<file path="config.mk">
export PLATFORM = sky130hd
export DESIGN_NAME = pwm_duty_meas
export DESIGN_NICKNAME = d
export VERILOG_FILES = /design/src/rtl/pwm_duty_meas.sv
export SDC_FILE = /design/constraint.sdc
export NUM_CORES = 1
export LEC_CHECK = 0
export CORE_AREA = 2 2 91 93
export DETAILED_ROUTE_END_ITERATION = 7
export DIE_AREA = 0 0 93 95
export PLACE_DENSITY_LB_ADDON = 0.05
export SYNTH_ARGS = -nofsm -noshare
export SYNTH_HDL_FRONTEND = slang
export SYNTH_SLANG_ARGS = --single-unit
</file>
<file path="constraint.sdc">
create_clock -name clk_100M -period 2 [get_ports clk_100M]
set_clock_uncertainty 0.05 [all_clocks]
set_input_delay 0.4 -clock clk_100M [delete_from_list [all_inputs] [get_ports clk_100M]]
set_output_delay 0.4 -clock clk_100M [all_outputs]
set_load 0.005 [all_outputs]
</file>
<file path="src/rtl/pwm_duty_meas.sv">
// pwm_duty_meas: PWM receiver/decoder.
// Measures the period and high time of pwm_in in clk_100M cycles and reports
// both once per complete period. Flags a stuck line when no rising edge
// arrives within TIMEOUT cycles, and records the line level at that moment.
module pwm_duty_meas #(
  parameter int unsigned CNT_W   = 16,
  parameter int unsigned TIMEOUT = 60000
) (
  input  logic             clk_100M,
  input  logic             rst,
  input  logic             pwm_in,
  output logic [CNT_W-1:0] period_out,
  output logic [CNT_W-1:0] high_out,
  output logic             meas_valid,
  output logic             stuck,
  output logic             stuck_lvl
);

  typedef enum logic [1:0] {
    IDLE  = 2'd0,
    MEAS  = 2'd1,
    STUCK = 2'd2
  } state_e;

  localparam logic [CNT_W-1:0] CNT_MAX = '1;
  localparam logic [CNT_W-1:0] CNT_ONE = CNT_W'(1);
  localparam logic [CNT_W-1:0] TMO     = CNT_W'(TIMEOUT);

  state_e           state_q, state_d;
  logic             sync1_q, sync1_d;
  logic             sync2_q, sync2_d;
  logic             s_prev_q, s_prev_d;
  logic [CNT_W-1:0] per_cnt_q, per_cnt_d;
  logic [CNT_W-1:0] hi_cnt_q, hi_cnt_d;
  logic [CNT_W-1:0] period_q, period_d;
  logic [CNT_W-1:0] high_q, high_d;
  logic             meas_valid_q, meas_valid_d;
  logic             stuck_q, stuck_d;
  logic             stuck_lvl_q, stuck_lvl_d;

  logic             s;
  logic             rise;
  logic [CNT_W-1:0] per_inc;
  logic [CNT_W-1:0] hi_inc;

  assign s       = sync2_q;
  assign rise    = s & ~s_prev_q;
  assign per_inc = (per_cnt_q == CNT_MAX) ? per_cnt_q : per_cnt_q + CNT_ONE;
  assign hi_inc  = (hi_cnt_q == CNT_MAX) ? hi_cnt_q : hi_cnt_q + CNT_ONE;

  // State register plus synchroniser, counters and registered outputs
  always_ff @(posedge clk_100M) begin
    if (rst) begin
      state_q      <= IDLE;
      sync1_q      <= 1'b0;
      sync2_q      <= 1'b0;
      s_prev_q     <= 1'b0;
      per_cnt_q    <= '0;
      hi_cnt_q     <= '0;
      period_q     <= '0;
      high_q       <= '0;
      meas_valid_q <= 1'b0;
      stuck_q      <= 1'b0;
      stuck_lvl_q  <= 1'b0;
    end else begin
      state_q      <= state_d;
      sync1_q      <= sync1_d;
      sync2_q      <= sync2_d;
      s_prev_q     <= s_prev_d;
      per_cnt_q    <= per_cnt_d;
      hi_cnt_q     <= hi_cnt_d;
      period_q     <= period_d;
      high_q       <= high_d;
      meas_valid_q <= meas_valid_d;
      stuck_q      <= stuck_d;
      stuck_lvl_q  <= stuck_lvl_d;
    end
  end

  // Next state: a rise starts or continues measuring, a full timeout marks stuck
  always_comb begin
    state_d = state_q;
    unique case (state_q)
      IDLE:    if (rise) state_d = MEAS;
      MEAS:    if (!rise && (per_cnt_q == TMO)) state_d = STUCK;
      STUCK:   if (rise) state_d = MEAS;
      default: state_d = IDLE;
    endcase
  end

  // Datapath and outputs: counters, measurement capture and stuck flagging
  always_comb begin
    sync1_d      = pwm_in;
    sync2_d      = sync1_q;
    s_prev_d     = sync2_q;
    per_cnt_d    = per_cnt_q;
    hi_cnt_d     = hi_cnt_q;
    period_d     = period_q;
    high_d       = high_q;
    meas_valid_d = 1'b0;
    stuck_d      = stuck_q;
    stuck_lvl_d  = stuck_lvl_q;
    unique case (state_q)
      IDLE: begin
        per_cnt_d = rise ? CNT_ONE : '0;
        hi_cnt_d  = rise ? CNT_ONE : '0;
      end
      MEAS: begin
        if (rise) begin
          period_d     = per_cnt_q;
          high_d       = hi_cnt_q;
          meas_valid_d = 1'b1;
          per_cnt_d    = CNT_ONE;
          hi_cnt_d     = CNT_ONE;
        end else if (per_cnt_q == TMO) begin
          stuck_d     = 1'b1;
          stuck_lvl_d = s;
        end else begin
          per_cnt_d = per_inc;
          if (s) hi_cnt_d = hi_inc;
        end
      end
      STUCK: begin
        if (rise) begin
          stuck_d   = 1'b0;
          per_cnt_d = CNT_ONE;
          hi_cnt_d  = CNT_ONE;
        end
      end
      default: begin
        per_cnt_d = '0;
        hi_cnt_d  = '0;
      end
    endcase
  end

  assign period_out = period_q;
  assign high_out   = high_q;
  assign meas_valid = meas_valid_q;
  assign stuck      = stuck_q;
  assign stuck_lvl  = stuck_lvl_q;

endmodule

</file>
==> After elaboration in Yosys (flattened, before gate mapping) <==
Cells that the tools add are included.
Widths: inputs -> output; s select.
{ "totals": {"register_bits": 72, "word_cells": 62} }
{ "op_classes": {"add_sub_neg": 2, "eq_ne": 14, "n_mux": 19, "n_bitwise": 4, "n_reduce_logical": 12} }
{ "op_table": {"columns": ["operator", "count"], "rows": [
  ["$mux 16", 8],
  ["$pmux 16 s3", 2],
  ["$eq 16x16->1 const B", 3],
  ["$add 16x1->16 const B", 2],
  ["$ne 3x3->1 const B", 4],
  ["$ne 2x2->1 const B", 4],
  ["$reduce_and 4->1", 2],
  ["$reduce_and 3->1", 2],
  ["$mux 1", 5],
  ["$mux 2", 2],
  ["$pmux 2 s2", 1],
  ["$reduce_and 2->1", 2],
  ["$reduce_or 2->1", 2],
  ["$not 1->1", 3],
  ["$eq 2x1->1 const B", 1],
  ["$eq 2x2->1 const B", 1],
  ["$logic_not 2->1", 1],
  ["$ne 2x1->1 const B", 1],
  ["$pmux 1 s2", 1],
  ["$reduce_bool 2->1", 1],
  ["$and 1x1->1", 1],
  ["$logic_and 1x1->1", 1],
  ["$logic_not 1->1", 1]
]} }

==> Depth between registers and ports, before layout <==
{ "depth": {"word_depth": 6, "depth_mapped": 8, "ltp_nobuf": 7} }

==> Worst setup path after synthesis <==
OpenSTA, ideal clock, no wires.
{ "synth_timing": {"path_type": "reg-to-reg", "from": "register per_cnt_q[0]", "to": "register per_cnt_q[3]", "setup_ns": 0.101, "t_arrival_ns": 1.708, "required_ns": 1.849, "slack_ns": 0.141, "path_stages_with_launch": 8, "n_path_buf": 1, "path_cell_list": "dfxtp_1 > ha_1 > nand3_2 > nor4_2 > nand2_2 > buf_6 > a311o_1 > o41ai_1"} }
{ "synth_via": {"elab_chain_len": 5} }
{ "synth_lines": {"columns": ["element", "line", "text"], "rows": [
  ["from (decl)", "33", "logic [CNT_W-1:0] per_cnt_q, per_cnt_d;"],
  ["from (signal assigned)", "70", "per_cnt_q <= per_cnt_d;"],
  ["$add 16x1->16", "48", "assign per_inc = (per_cnt_q == CNT_MAX) ? per_cnt_q : per_cnt_q + CNT_ONE;"],
  ["$mux 16", "48", null],
  ["$mux 16", "115", "end else if (per_cnt_q == TMO) begin"],
  ["$mux 16", "109", "if (rise) begin"],
  ["$pmux 16 s3", "103", "unique case (state_q)"]
]} }
Several ways; a longest one is shown, not always the timed one. The select of a mux whose other input is x is not followed.
A chain may end at the register's enable or synchronous reset.

==> Worst setup path in the final report <==
{ "layout_timing": {"from": "register per_cnt_q[1]", "to": "register per_cnt_q[10]"} }
Same word-level chain as after synthesis.

==> impl_metrics.toml <==
[sta]
fmax_mhz = 539
slew_headroom = 0.672
tightest_slew_ps = 488
timing.final.ws_setup_ps = 145
hold_viol_final = 0
fin_crit_sh = 0.927
rsz0062_at_grt = "false"
slew_violations = 0
period_needed_ps = 1850
setup_violations = 0

[yosys]
synthArstFlopShare = 0
syn-num-nets = 420
synth_cell_types = 64
syn_inst = 414
syn-cell-area_um2 = 3460
synth_edf_count = 0
yosysSeqAreaShare = 0.416
synth_xor_xnor_area_share = 0
ys_warn_count = 0
synthSimpleGateAreaFrac = 0.280
synth_fa_ha_area_frac = 0.0108
ys_ff_latch = 72
synth-main-ff-cell = "dfxtp_1"
synthMuxAreaShare = 0.00578
synth_top_family_by_area = "simple AND/OR/NAND/NOR gates"
syn_avg_cell_area_um2 = 8.37
synth-compound-area-share = 0.235

[routing]
drtIter0Drc = 168
wl_per_cell_um = 16.0
vias = 3358
viasPerCell = 5.65
firstDrtPassIters = 4
ant_nets = 0
postRouteWirelength_um = 9480
drc = 0

[critical_path]
critPathCaptureType = "flop"
critPathKind = "reg2reg"
critPathMaxFanout = 7
cp-start-kind = "flop"
cp_cell_sequence = "inv_1 > ha_1 > and4bb_1 > and4_4 > a21boi_4 > buf_4 > o211a_1 > o32ai_2"
worstPathBufferInverterCount = 2
cp.arrival_ps = 2050
cp.depth = 8
cpLargestDelayFamily = "compound AO/OA/AOI/OAI gates"
critPathMaxStageDelay_ps = 370
r2r_slack_ps = 150
reg2reg_depth = 8
critPathRequiredTime_ps = 2190
cpMaxStageDelayCell = "dfxtp_2"

[outcome]
status = "completed"

[global_routing]
grtUsageTotal = 0.227
antenna_found_initial = 0
grt_overflow = 0
grt_start_max_net_pins = 66
grt_pass1_wl_um = 15800
grt_pass1_vias = 3243

[power_and_ir_drop]
leakage_nw = 1.50
p_per_area_nw_per_um2 = 641
finalPower_mw = 2.88
peakVddDrop_mv = 0.431

[cells_and_area]
synthToLayoutAreaGrowth_pct = 29.8
drive_gt1_frac = 0.190
final_nets = 490
antenna_cells = 0
finalInstanceArea_um2 = 4500

[clocking]
hold_buffers = 0
numCtsBuffers = 9
htree_num_levels = 3
cts_sinks = 72
cts_tree = "yes"
cts_root_buf = "clkbuf_8"
clk_pin_slew_ps = 80
cts_buffer_depth = 2
insertion_delay_ps = 360

[floorplan]
io_pins = 38
core_um2 = 7930
fp.dieW_um = 93
placementRows = 33
die_area_um2 = 8840
fp.dieH_um = 95
initial_core_util = 0.437

[job]
maxCapViolCount = 0

[min_path]
whs_path_depth = 2
hold_path_class = "in2reg"

[placed_design]
dpl_cell_area_um2 = 4200
dp_hpwl_um = 6730
io_buffers = 37
place_ws_ps = -32.8
place.gp.congestion = 0.885
==> per-stage QoR <==
stage          TNS [ps]  std cells   util  hold slack (ps)
6_report              0        594  0.567              238
3_3_place_gp          0        573  0.530              369
2_1_floorplan         0        414      -              364
5_1_grt               0        594  0.567              241
3_5_place_dp      -60.8        573  0.530              386
4_1_cts               0        591  0.560              237
==> cells in the final DEF, fill, tap and decap left out, drive strengths merged, types with 6 or more instances in the layout <==
cell type | netlist | layout
a21oi | 39 | 39
a311o | 6 | 6
a31oi | 7 | 7
and4 | 6 | 6
buf | 12 | 48
clkbuf | 14 | 10
clkdlybuf4s50 | 0 | 36
dfxtp | 72 | 72
inv | 16 | 18
nand2 | 91 | 91
nand3 | 15 | 16
nand4 | 13 | 13
nor2 | 15 | 15
nor2b | 6 | 6
o211ai | 6 | 6
o21ai | 16 | 16
==> sequential cells by signal (all words and copies together), names as in the netlist <==
register    flops
state_q         2
meas_valid      1
s               1
stuck           1
period_out     16
per_cnt_q      16
high_out       16
s_prev_q        1
sync1_q         1
hi_cnt_q       16
stuck_lvl       1
==> synthesized netlist by cell type, types with 3 or more instances <==
library cell,count,area share
a31oi_1,7,0.013
ha_1,3,0.011
o211ai_1,6,0.013
nand3_1,13,0.019
nand2_1,89,0.096
inv_1,16,0.017
or4_1,4,0.0087
dfxtp_1,72,0.42
o211a_1,3,0.0087
o32ai_2,3,0.014
buf_2,7,0.010
nor2_1,13,0.014
o21ai_1,7,0.010
o31ai_1,5,0.011
nor2b_1,5,0.0090
o21ai_0,9,0.013
a211oi_1,3,0.0065
o311ai_1,5,0.013
clkbuf_1,14,0.015
nand2b_1,4,0.0072
a21oi_1,39,0.056
nand4_1,12,0.022
nor3_1,3,0.0043
and4_1,5,0.013
and3_1,5,0.0090
a311o_1,6,0.017
a41oi_1,3,0.0076
o41ai_1,4,0.010
==> cell type report <==
cell class / count / area (um2)
Fill cell: 780 / 3430
Sequential cell: 72 / 1440
Tap cell: 105 / 131
Clock inverter: 6 / 90.1
Inverter: 16 / 60.1
Multi-Input combinational cell: 301 / 1880
Clock buffer: 10 / 128
Timing Repair Buffer: 84 / 759
==> cell families after synthesis <==
family          count (synthesis)
simple gates                  181
buf+inv                        42
fa+ha+maj                       3
flops                          72
compound gates                114
mux                             2
==> per-layer routing <==
layer | up-vias | GRT usage | routed length (um)
met5 | - | 0 | 0
met4 | 0 | 0.0931 | 200
met1 | 1609 | 0.272 | 4050
met3 | 18 | 0.0319 | 282
met2 | 74 | 0.408 | 4940
li1 | 1657 | - | -
==> path summary, 6_finish.rpt <==
kind | from | end
setup / recovery | per_cnt_q[1] | per_cnt_q[10]
hold / removal | rst | s_prev_q
setup reg to reg | per_cnt_q[1] | per_cnt_q[10]
hold reg to reg | sync1_q | s
==> what timing repair did <==
action	in CTS	in global routing
setup buffers	2	2
resized for setup	0	7
gates cloned	0	1
endpoints found under the setup margin	6	12
pin swaps	0	2
==> power breakdown <==
part           switching (mW)  internal [mW]
Combinational          0.0862         0.0551
Sequential            0.00699           1.44
Clock                   0.585          0.709
No activity file was read; power rests on OpenSTA's default activity.
